## config.mk

```make
export PLATFORM = sky130hd
export DESIGN_NAME = spi_flash_read_frontend
export DESIGN_NICKNAME = d
export VERILOG_FILES = /design/src/rtl/soc_spi_flash_pkg.sv /design/src/rtl/spi_in_sync.sv /design/src/rtl/spi_flash_read_frontend.sv
export SDC_FILE = /design/constraint.sdc
export NUM_CORES = 1
export LEC_CHECK = 0
export ABC_AREA = 1
export CORE_ASPECT_RATIO = 0.6
export CORE_UTILIZATION = 60
export DETAILED_ROUTE_END_ITERATION = 7
export PLACE_DENSITY = 0.83
export SETUP_SLACK_MARGIN = 0.15
export SLEW_MARGIN = 20
export SYNTH_ARGS = -nofsm -noshare
export SYNTH_HDL_FRONTEND = slang
export SYNTH_HIERARCHICAL = 1
export SYNTH_SLANG_ARGS = --single-unit
```

## constraint.sdc

```tcl
create_clock -name clk -period 4.6 [get_ports clk]
set_clock_uncertainty 0.15 [all_clocks]
set_input_delay 0.46 -clock clk [delete_from_list [all_inputs] [get_ports clk]]
set_output_delay 0.46 -clock clk [all_outputs]
set_load 0.02 [all_outputs]
```

## src/rtl/soc_spi_flash_pkg.sv

```systemverilog
// Shared constants, state type and opcode decode for the SPI flash read front end.
// SPI_FLASH_FAST_READ_EN: when defined, opcode 0x0B (FAST_READ) decodes as a read with dummy cycles.
package soc_spi_flash_pkg;

  localparam logic [7:0] CMD_READ      = 8'h03;
  localparam logic [7:0] CMD_RDSR      = 8'h05;
  localparam logic [7:0] CMD_FAST_READ = 8'h0B;

  localparam int unsigned ADDR_PHASE_BITS = 24;
  localparam int unsigned DUMMY_BITS      = 8;

  typedef enum logic [2:0] {
    ST_IDLE,
    ST_CMD,
    ST_ADDR,
    ST_DUMMY,
    ST_DATA,
    ST_STATUS,
    ST_IGNORE
  } spi_fe_state_t;

  function automatic spi_fe_state_t decode_opcode(input logic [7:0] op);
    spi_fe_state_t nxt;
    case (op)
      CMD_READ:      nxt = ST_ADDR;
      CMD_RDSR:      nxt = ST_STATUS;
`ifdef SPI_FLASH_FAST_READ_EN
      CMD_FAST_READ: nxt = ST_ADDR;
`endif
      default:       nxt = ST_IGNORE;
    endcase
    return nxt;
  endfunction

endpackage

```

## src/rtl/spi_in_sync.sv

```systemverilog
// Synchronises ss/sck/mosi into clk and produces single-cycle edge pulses.
module spi_in_sync #(
  parameter int unsigned SYNC_STAGES = 2
) (
  input  logic clk,
  input  logic rst_n,
  input  logic ss,
  input  logic sck,
  input  logic mosi,
  output logic ss_s,
  output logic mosi_s,
  output logic sck_rise,
  output logic sck_fall,
  output logic ss_fall,
  output logic ss_rise
);

  logic [SYNC_STAGES-1:0] ss_q, ss_d;
  logic [SYNC_STAGES-1:0] sck_q, sck_d;
  logic [SYNC_STAGES-1:0] mosi_q, mosi_d;
  logic                   ss_prev_q, ss_prev_d;
  logic                   sck_prev_q, sck_prev_d;
  logic                   sck_s;

  always_comb begin
    ss_d       = {ss_q[SYNC_STAGES-2:0], ss};
    sck_d      = {sck_q[SYNC_STAGES-2:0], sck};
    mosi_d     = {mosi_q[SYNC_STAGES-2:0], mosi};
    ss_prev_d  = ss_s;
    sck_prev_d = sck_s;
  end

  // Chains reset to 0 so an ss already low at reset release never looks like a falling edge;
  // the front end only arms after ss has actually been seen high.
  always_ff @(posedge clk) begin
    if (!rst_n) begin
      ss_q       <= '0;
      sck_q      <= '0;
      mosi_q     <= '0;
      ss_prev_q  <= 1'b0;
      sck_prev_q <= 1'b0;
    end else begin
      ss_q       <= ss_d;
      sck_q      <= sck_d;
      mosi_q     <= mosi_d;
      ss_prev_q  <= ss_prev_d;
      sck_prev_q <= sck_prev_d;
    end
  end

  assign ss_s     = ss_q[SYNC_STAGES-1];
  assign sck_s    = sck_q[SYNC_STAGES-1];
  assign mosi_s   = mosi_q[SYNC_STAGES-1];
  assign sck_rise = sck_s & ~sck_prev_q;
  assign sck_fall = ~sck_s & sck_prev_q;
  assign ss_fall  = ~ss_s & ss_prev_q;
  assign ss_rise  = ss_s & ~ss_prev_q;

endmodule

```

## src/rtl/spi_flash_read_frontend.sv

```systemverilog
// SPI mode-0 slave front end for the boot flash model: READ/RDSR decode, byte fetch with prefetch.
// SPI_FLASH_FAST_READ_EN: enables FAST_READ (0x0B) with 8 dummy cycles (decode lives in the package).
module spi_flash_read_frontend
  import soc_spi_flash_pkg::*;
#(
  parameter int unsigned ADDR_W      = 24,
  parameter int unsigned SYNC_STAGES = 2
) (
  input  logic              clk,
  input  logic              rst_n,
  input  logic              ss,
  input  logic              sck,
  input  logic              mosi,
  output logic              miso,
  output logic              mem_req,
  output logic [ADDR_W-1:0] mem_addr,
  input  logic [7:0]        mem_rdata,
  output logic              busy,
  output logic              cmd_err
);

  localparam logic [4:0] ADDR_LAST  = 5'(ADDR_PHASE_BITS - 1);
  localparam logic [4:0] DUMMY_LAST = 5'(DUMMY_BITS - 1);

  logic ss_s, mosi_s, sck_rise, sck_fall, ss_fall, ss_rise;

  spi_in_sync #(
    .SYNC_STAGES(SYNC_STAGES)
  ) u_sync (
    .clk     (clk),
    .rst_n   (rst_n),
    .ss      (ss),
    .sck     (sck),
    .mosi    (mosi),
    .ss_s    (ss_s),
    .mosi_s  (mosi_s),
    .sck_rise(sck_rise),
    .sck_fall(sck_fall),
    .ss_fall (ss_fall),
    .ss_rise (ss_rise)
  );

  spi_fe_state_t     state_q, state_d;
  logic [4:0]        bit_cnt_q, bit_cnt_d;
  logic [23:0]       shift_q, shift_d;
  logic [ADDR_W-1:0] addr_q, addr_d;
  logic [7:0]        tx_q, tx_d;
  logic [7:0]        pre_q, pre_d;
  logic              fast_q, fast_d;
  logic              req_q, req_d;
  logic              rd_pend_q, rd_pend_d;
  logic              cmd_err_q, cmd_err_d;
  logic              miso_q, miso_d;
  logic              busy_q, busy_d;
  logic [23:0]       shift_in;
  spi_fe_state_t     op_next;

  assign shift_in = {shift_q[22:0], mosi_s};
  assign op_next  = decode_opcode(shift_in[7:0]);

  always_comb begin
    state_d   = state_q;
    bit_cnt_d = bit_cnt_q;
    shift_d   = shift_q;
    addr_d    = addr_q;
    tx_d      = tx_q;
    pre_d     = rd_pend_q ? mem_rdata : pre_q;
    fast_d    = fast_q;
    req_d     = 1'b0;
    rd_pend_d = req_q;
    cmd_err_d = 1'b0;
    miso_d    = miso_q;
    busy_d    = ~ss_s;

    if (ss_rise) begin
      state_d   = ST_IDLE;
      bit_cnt_d = '0;
      miso_d    = 1'b0;
    end else begin
      case (state_q)
        ST_IDLE: begin
          miso_d = 1'b0;
          if (ss_fall) begin
            state_d   = ST_CMD;
            bit_cnt_d = '0;
          end
        end
        ST_CMD: begin
          if (sck_rise) begin
            shift_d = shift_in;
            if (bit_cnt_q == 5'd7) begin
              state_d   = op_next;
              bit_cnt_d = '0;
              fast_d    = (shift_in[7:0] == CMD_FAST_READ);
              cmd_err_d = (op_next == ST_IGNORE);
            end else begin
              bit_cnt_d = bit_cnt_q + 5'd1;
            end
          end
        end
        ST_ADDR: begin
          if (sck_rise) begin
            shift_d = shift_in;
            if (bit_cnt_q == ADDR_LAST) begin
              addr_d    = shift_in[ADDR_W-1:0];
              req_d     = 1'b1;
              bit_cnt_d = '0;
              state_d   = fast_q ? ST_DUMMY : ST_DATA;
            end else begin
              bit_cnt_d = bit_cnt_q + 5'd1;
            end
          end
        end
        ST_DUMMY: begin
          miso_d = 1'b0;
          if (sck_rise) begin
            if (bit_cnt_q == DUMMY_LAST) begin
              bit_cnt_d = '0;
              state_d   = ST_DATA;
            end else begin
              bit_cnt_d = bit_cnt_q + 5'd1;
            end
          end
        end
        ST_DATA: begin
          // Byte start: present the prefetched byte and fetch the next address behind it.
          if (sck_fall) begin
            if (bit_cnt_q == '0) begin
              tx_d   = pre_q;
              miso_d = pre_q[7];
              addr_d = addr_q + ADDR_W'(1);
              req_d  = 1'b1;
            end else begin
              tx_d   = {tx_q[6:0], 1'b0};
              miso_d = tx_q[6];
            end
            bit_cnt_d = (bit_cnt_q == 5'd7) ? 5'd0 : bit_cnt_q + 5'd1;
          end
        end
        ST_STATUS: miso_d = 1'b0;
        ST_IGNORE: miso_d = 1'b0;
        default: begin
          state_d = ST_IDLE;
          miso_d  = 1'b0;
        end
      endcase
    end
  end

  always_ff @(posedge clk) begin
    if (!rst_n) begin
      state_q   <= ST_IDLE;
      bit_cnt_q <= '0;
      shift_q   <= '0;
      addr_q    <= '0;
      tx_q      <= '0;
      pre_q     <= '0;
      fast_q    <= 1'b0;
      req_q     <= 1'b0;
      rd_pend_q <= 1'b0;
      cmd_err_q <= 1'b0;
      miso_q    <= 1'b0;
      busy_q    <= 1'b0;
    end else begin
      state_q   <= state_d;
      bit_cnt_q <= bit_cnt_d;
      shift_q   <= shift_d;
      addr_q    <= addr_d;
      tx_q      <= tx_d;
      pre_q     <= pre_d;
      fast_q    <= fast_d;
      req_q     <= req_d;
      rd_pend_q <= rd_pend_d;
      cmd_err_q <= cmd_err_d;
      miso_q    <= miso_d;
      busy_q    <= busy_d;
    end
  end

  assign miso     = miso_q;
  assign mem_req  = req_q;
  assign mem_addr = addr_q;
  assign busy     = busy_q;
  assign cmd_err  = cmd_err_q;

endmodule

```

==> impl_metrics.tcl <==
set metrics [dict create \
    status "completed" \
    max-slew-margin-rel_pct 55.6 \
    io_buffers 40 \
    die_h_um 67.1 \
    mostFrequentLayoutCells "149 x nand2_1, 135 x nor2_1, 84 x dfxtp_1, 69 x inv_1, 60 x o21ai_0" \
    p_leak_uw 0.00180 \
    drc 0 \
    dieArea_mm2 0.00741 \
    r2r_cells 7 \
    ant_nets 0 \
    grt_usage_pct 29.5 \
    antenna_found_initial 0 \
    first_pass_iters 5 \
    crit_end "tx_q[2]$_SDFFE_PN0P_" \
    grt_pass1_wl_um 17200 \
    setup.worst_path.start "state_q[0]$_SDFFE_PP0P_" \
    fmax_ghz 0.386 \
    cts_root_buffer "clkbuf_16" \
    drive_gt1_share_pct 6.30 \
    htree_levels 3 \
    syn_avg_cell_area_um2 6.52 \
    place_congestion 1.01 \
    crit_path_end_kind "register" \
    hpwl_um 7280 \
    met2_length_um 4420 \
    n_fill_cell 581 \
    grt_max_degree 63 \
    period_minus_slack_ps 2590 \
    netlist_area_mm2 0.00423 \
    power.density_mw_per_mm2 379 \
    r2r_end "tx_q[2]$_SDFFE_PN0P_" \
    finalCritPeriodShare_pct 56.3 \
    rr_startpoint "state_q[0]$_SDFFE_PP0P_" \
    ir_drop_mv 0.323 \
    pin_count 41 \
    finalSetupViolCount 0 \
    fin_nets 693 \
    path_class "register to register" \
    ys.flop_type "dfxtp_1" \
    wl_met1_um 4900 \
    dr_total_vias 4224 \
    ys_seq_elements 84 \
    final_max_slew_viol_count 0 \
    final_common_cell "nand2_1" \
    setup-tns-final_ps 0 \
    crit_arrival_ps 2730 \
    netlist_instances 649 \
    dp.cells 753 \
    r2r_setup_slack_ps 2010 \
    cts_buffers 9 \
    clk_pin_slew_worst_paths_ps 70 \
    rsz0062_at_grt "no" \
    synth-async-reset-ratio_pct 0 \
    clock_sinks 84 \
    via_per_inst 5.49 \
    wl_per_cell_um 13.5 \
    ys_seq_area_share_pct 39.7 \
    cts_hold_buffers 0 \
    synth_nets 665 \
    hold_viol_final 0 \
    routed_wl_um 10400 \
    critPathMaxFanout 40 \
    hp-class "register to register" \
    synth_edf_count 0 \
    area_growth_syn_to_layout_pct 15.6 \
    routed.top_layer "met4" \
    yosys_warnings 6 \
    clock_latency_ps 350 \
    cts_setup_buffers 0 \
    rows 23 \
    cts_buffer_depth 2 \
    wl_met3_um 997 \
    start_kind "register" \
    ys_types 33 \
    max_slew.worst_pin.slew_ps 664 \
    cts-resized-gates 0 \
    cts_tree "yes" \
    grt_pass1_vias 3688 \
    start_util_pct 62.9 \
    overflow 0 \
    core_area_mm2 0.00673 \
    die_w_um 110 \
    required_ps 4740 \
    instances_no_fill 769 \
    maxCapViolCount 0 \
    drt-initial-drc-count 431 \
    n_antenna_cell 0 \
]
[worst max-delay path, stage by stage, from the launching register on]
cell,delay (ps)
dfxtp_1,380
nor2_4,160
nand2_2,300
inv_2,620
nand2_1,200
nor2_2,380
o21ai_0,150
a31oi_1,160
[Yosys cell counts, types with 3 or more instances]
cell      instances  area [um^2]
a21oi_1          26          130
a21oi_2           9         78.8
a31oi_1           8         50.1
buf_2             8         40.0
buf_4             4         30.0
buf_6             3         33.8
clkbuf_1          9         33.8
dfxtp_1          84         1680
ha_1              3         37.5
inv_1            69          259
inv_2             4         15.0
nand2_1         149          559
nand2_2           4         25.0
nand3_1          35          175
nand4_1           4         25.0
nor2_1          135          507
nor3_1            4         20.0
o21ai_0          60          300
o21ai_1           6         30.0
o22ai_1           6         37.5
[through the flow]
| step | hold WS, ps | worst slack (ps) | total power (uW) | area, um^2 | utilization, % |
|---|---|---|---|---|---|
| after floorplan | 240 | 2930 | 1080 | 4230 | - |
| after global placement | 253 | 1940 | 1160 | 4610 | 68.5 |
| after detailed placement | 258 | 1790 | 1170 | 4610 | 68.5 |
| after CTS | 275 | 2050 | 1860 | 4890 | 72.7 |
| after global routing | 289 | 1770 | 1940 | 4890 | 72.7 |
| final | 273 | 2010 | 1860 | 4890 | 72.7 |
[state kept, by name (all words and copies together) (netlist names)]
| signal | flops |
|---|---|
| pre_q | 8 |
| miso | 1 |
| busy | 1 |
| bit_cnt_q | 5 |
| state_q | 3 |
| u_sync/sck_prev_q | 1 |
| tx_q | 7 |
| u_sync/ss_prev_q | 1 |
| shift_q | 23 |
| fast_q | 1 |
| u_sync/mosi_q | 2 |
| mem_req | 1 |
| cmd_err | 1 |
| rd_pend_q | 1 |
| u_sync/sck_q | 2 |
| u_sync/ss_q | 2 |
| mem_addr | 24 |
[cell type report]
cell class / instances / area [um^2] / share of cell area, %
Timing Repair Buffer: 41 / 408 / 8.34
Multi-Input combinational cell: 467 / 2140 / 43.6
Clock inverter: 7 / 56.3 / 1.15
Sequential cell: 84 / 1680 / 34.4
Inverter: 74 / 278 / 5.68
Clock buffer: 9 / 225 / 4.60
Tap cell: 87 / 109 / 2.22
[power breakdown]
group / switching [uW] / internal (uW) / total [uW] / leakage [uW]
sequential: 46.6 / 765 / 812 / 0.000679
combinational: 231 / 120 / 351 / 0.000983
clock: 319 / 373 / 692 / 0.000137
total: 596 / 1260 / 1860 / 0.00180
[logic make-up after synthesis]
logic type | after synthesis | share of synthesized area [%]
buffers and inverters | 98 | 9.81
xor gates and xnor gates | 3 | 0.621
and+or+nand+nor | 339 | 32.6
AOI/OAI and AO/OA | 122 | 16.3
adders and majority gates | 3 | 0.887
DFF | 84 | 39.7
[worst min path at each step]
stage | start | end | slack, ps | cells after the start
finish | u_sync/ss_q[0]$_SDFF_PN0_ | u_sync/ss_q[1]$_SDFF_PN0_ | 270 | 2
global route | u_sync/ss_q[0]$_SDFF_PN0_ | u_sync/ss_q[1]$_SDFF_PN0_ | 290 | 2
CTS | u_sync/ss_q[0]$_SDFF_PN0_ | u_sync/ss_q[1]$_SDFF_PN0_ | 280 | 2
detailed placement | u_sync/ss_q[0]$_SDFF_PN0_ | u_sync/ss_q[1]$_SDFF_PN0_ | 260 | 2
global placement | u_sync/ss_q[0]$_SDFF_PN0_ | u_sync/ss_q[1]$_SDFF_PN0_ | 250 | 2
floorplan | u_sync/mosi_q[0]$_SDFF_PN0_ | u_sync/mosi_q[1]$_SDFF_PN0_ | 240 | 2
[metal layers]
layer | global-route usage [%] | vias up
li1 | - | 2127
met1 | 39.8 | 1883
met2 | 44.6 | 200
met3 | 9.55 | 14
met4 | 9.50 | 0
met5 | 0 | -
Power figures use the tool's default switching activity.
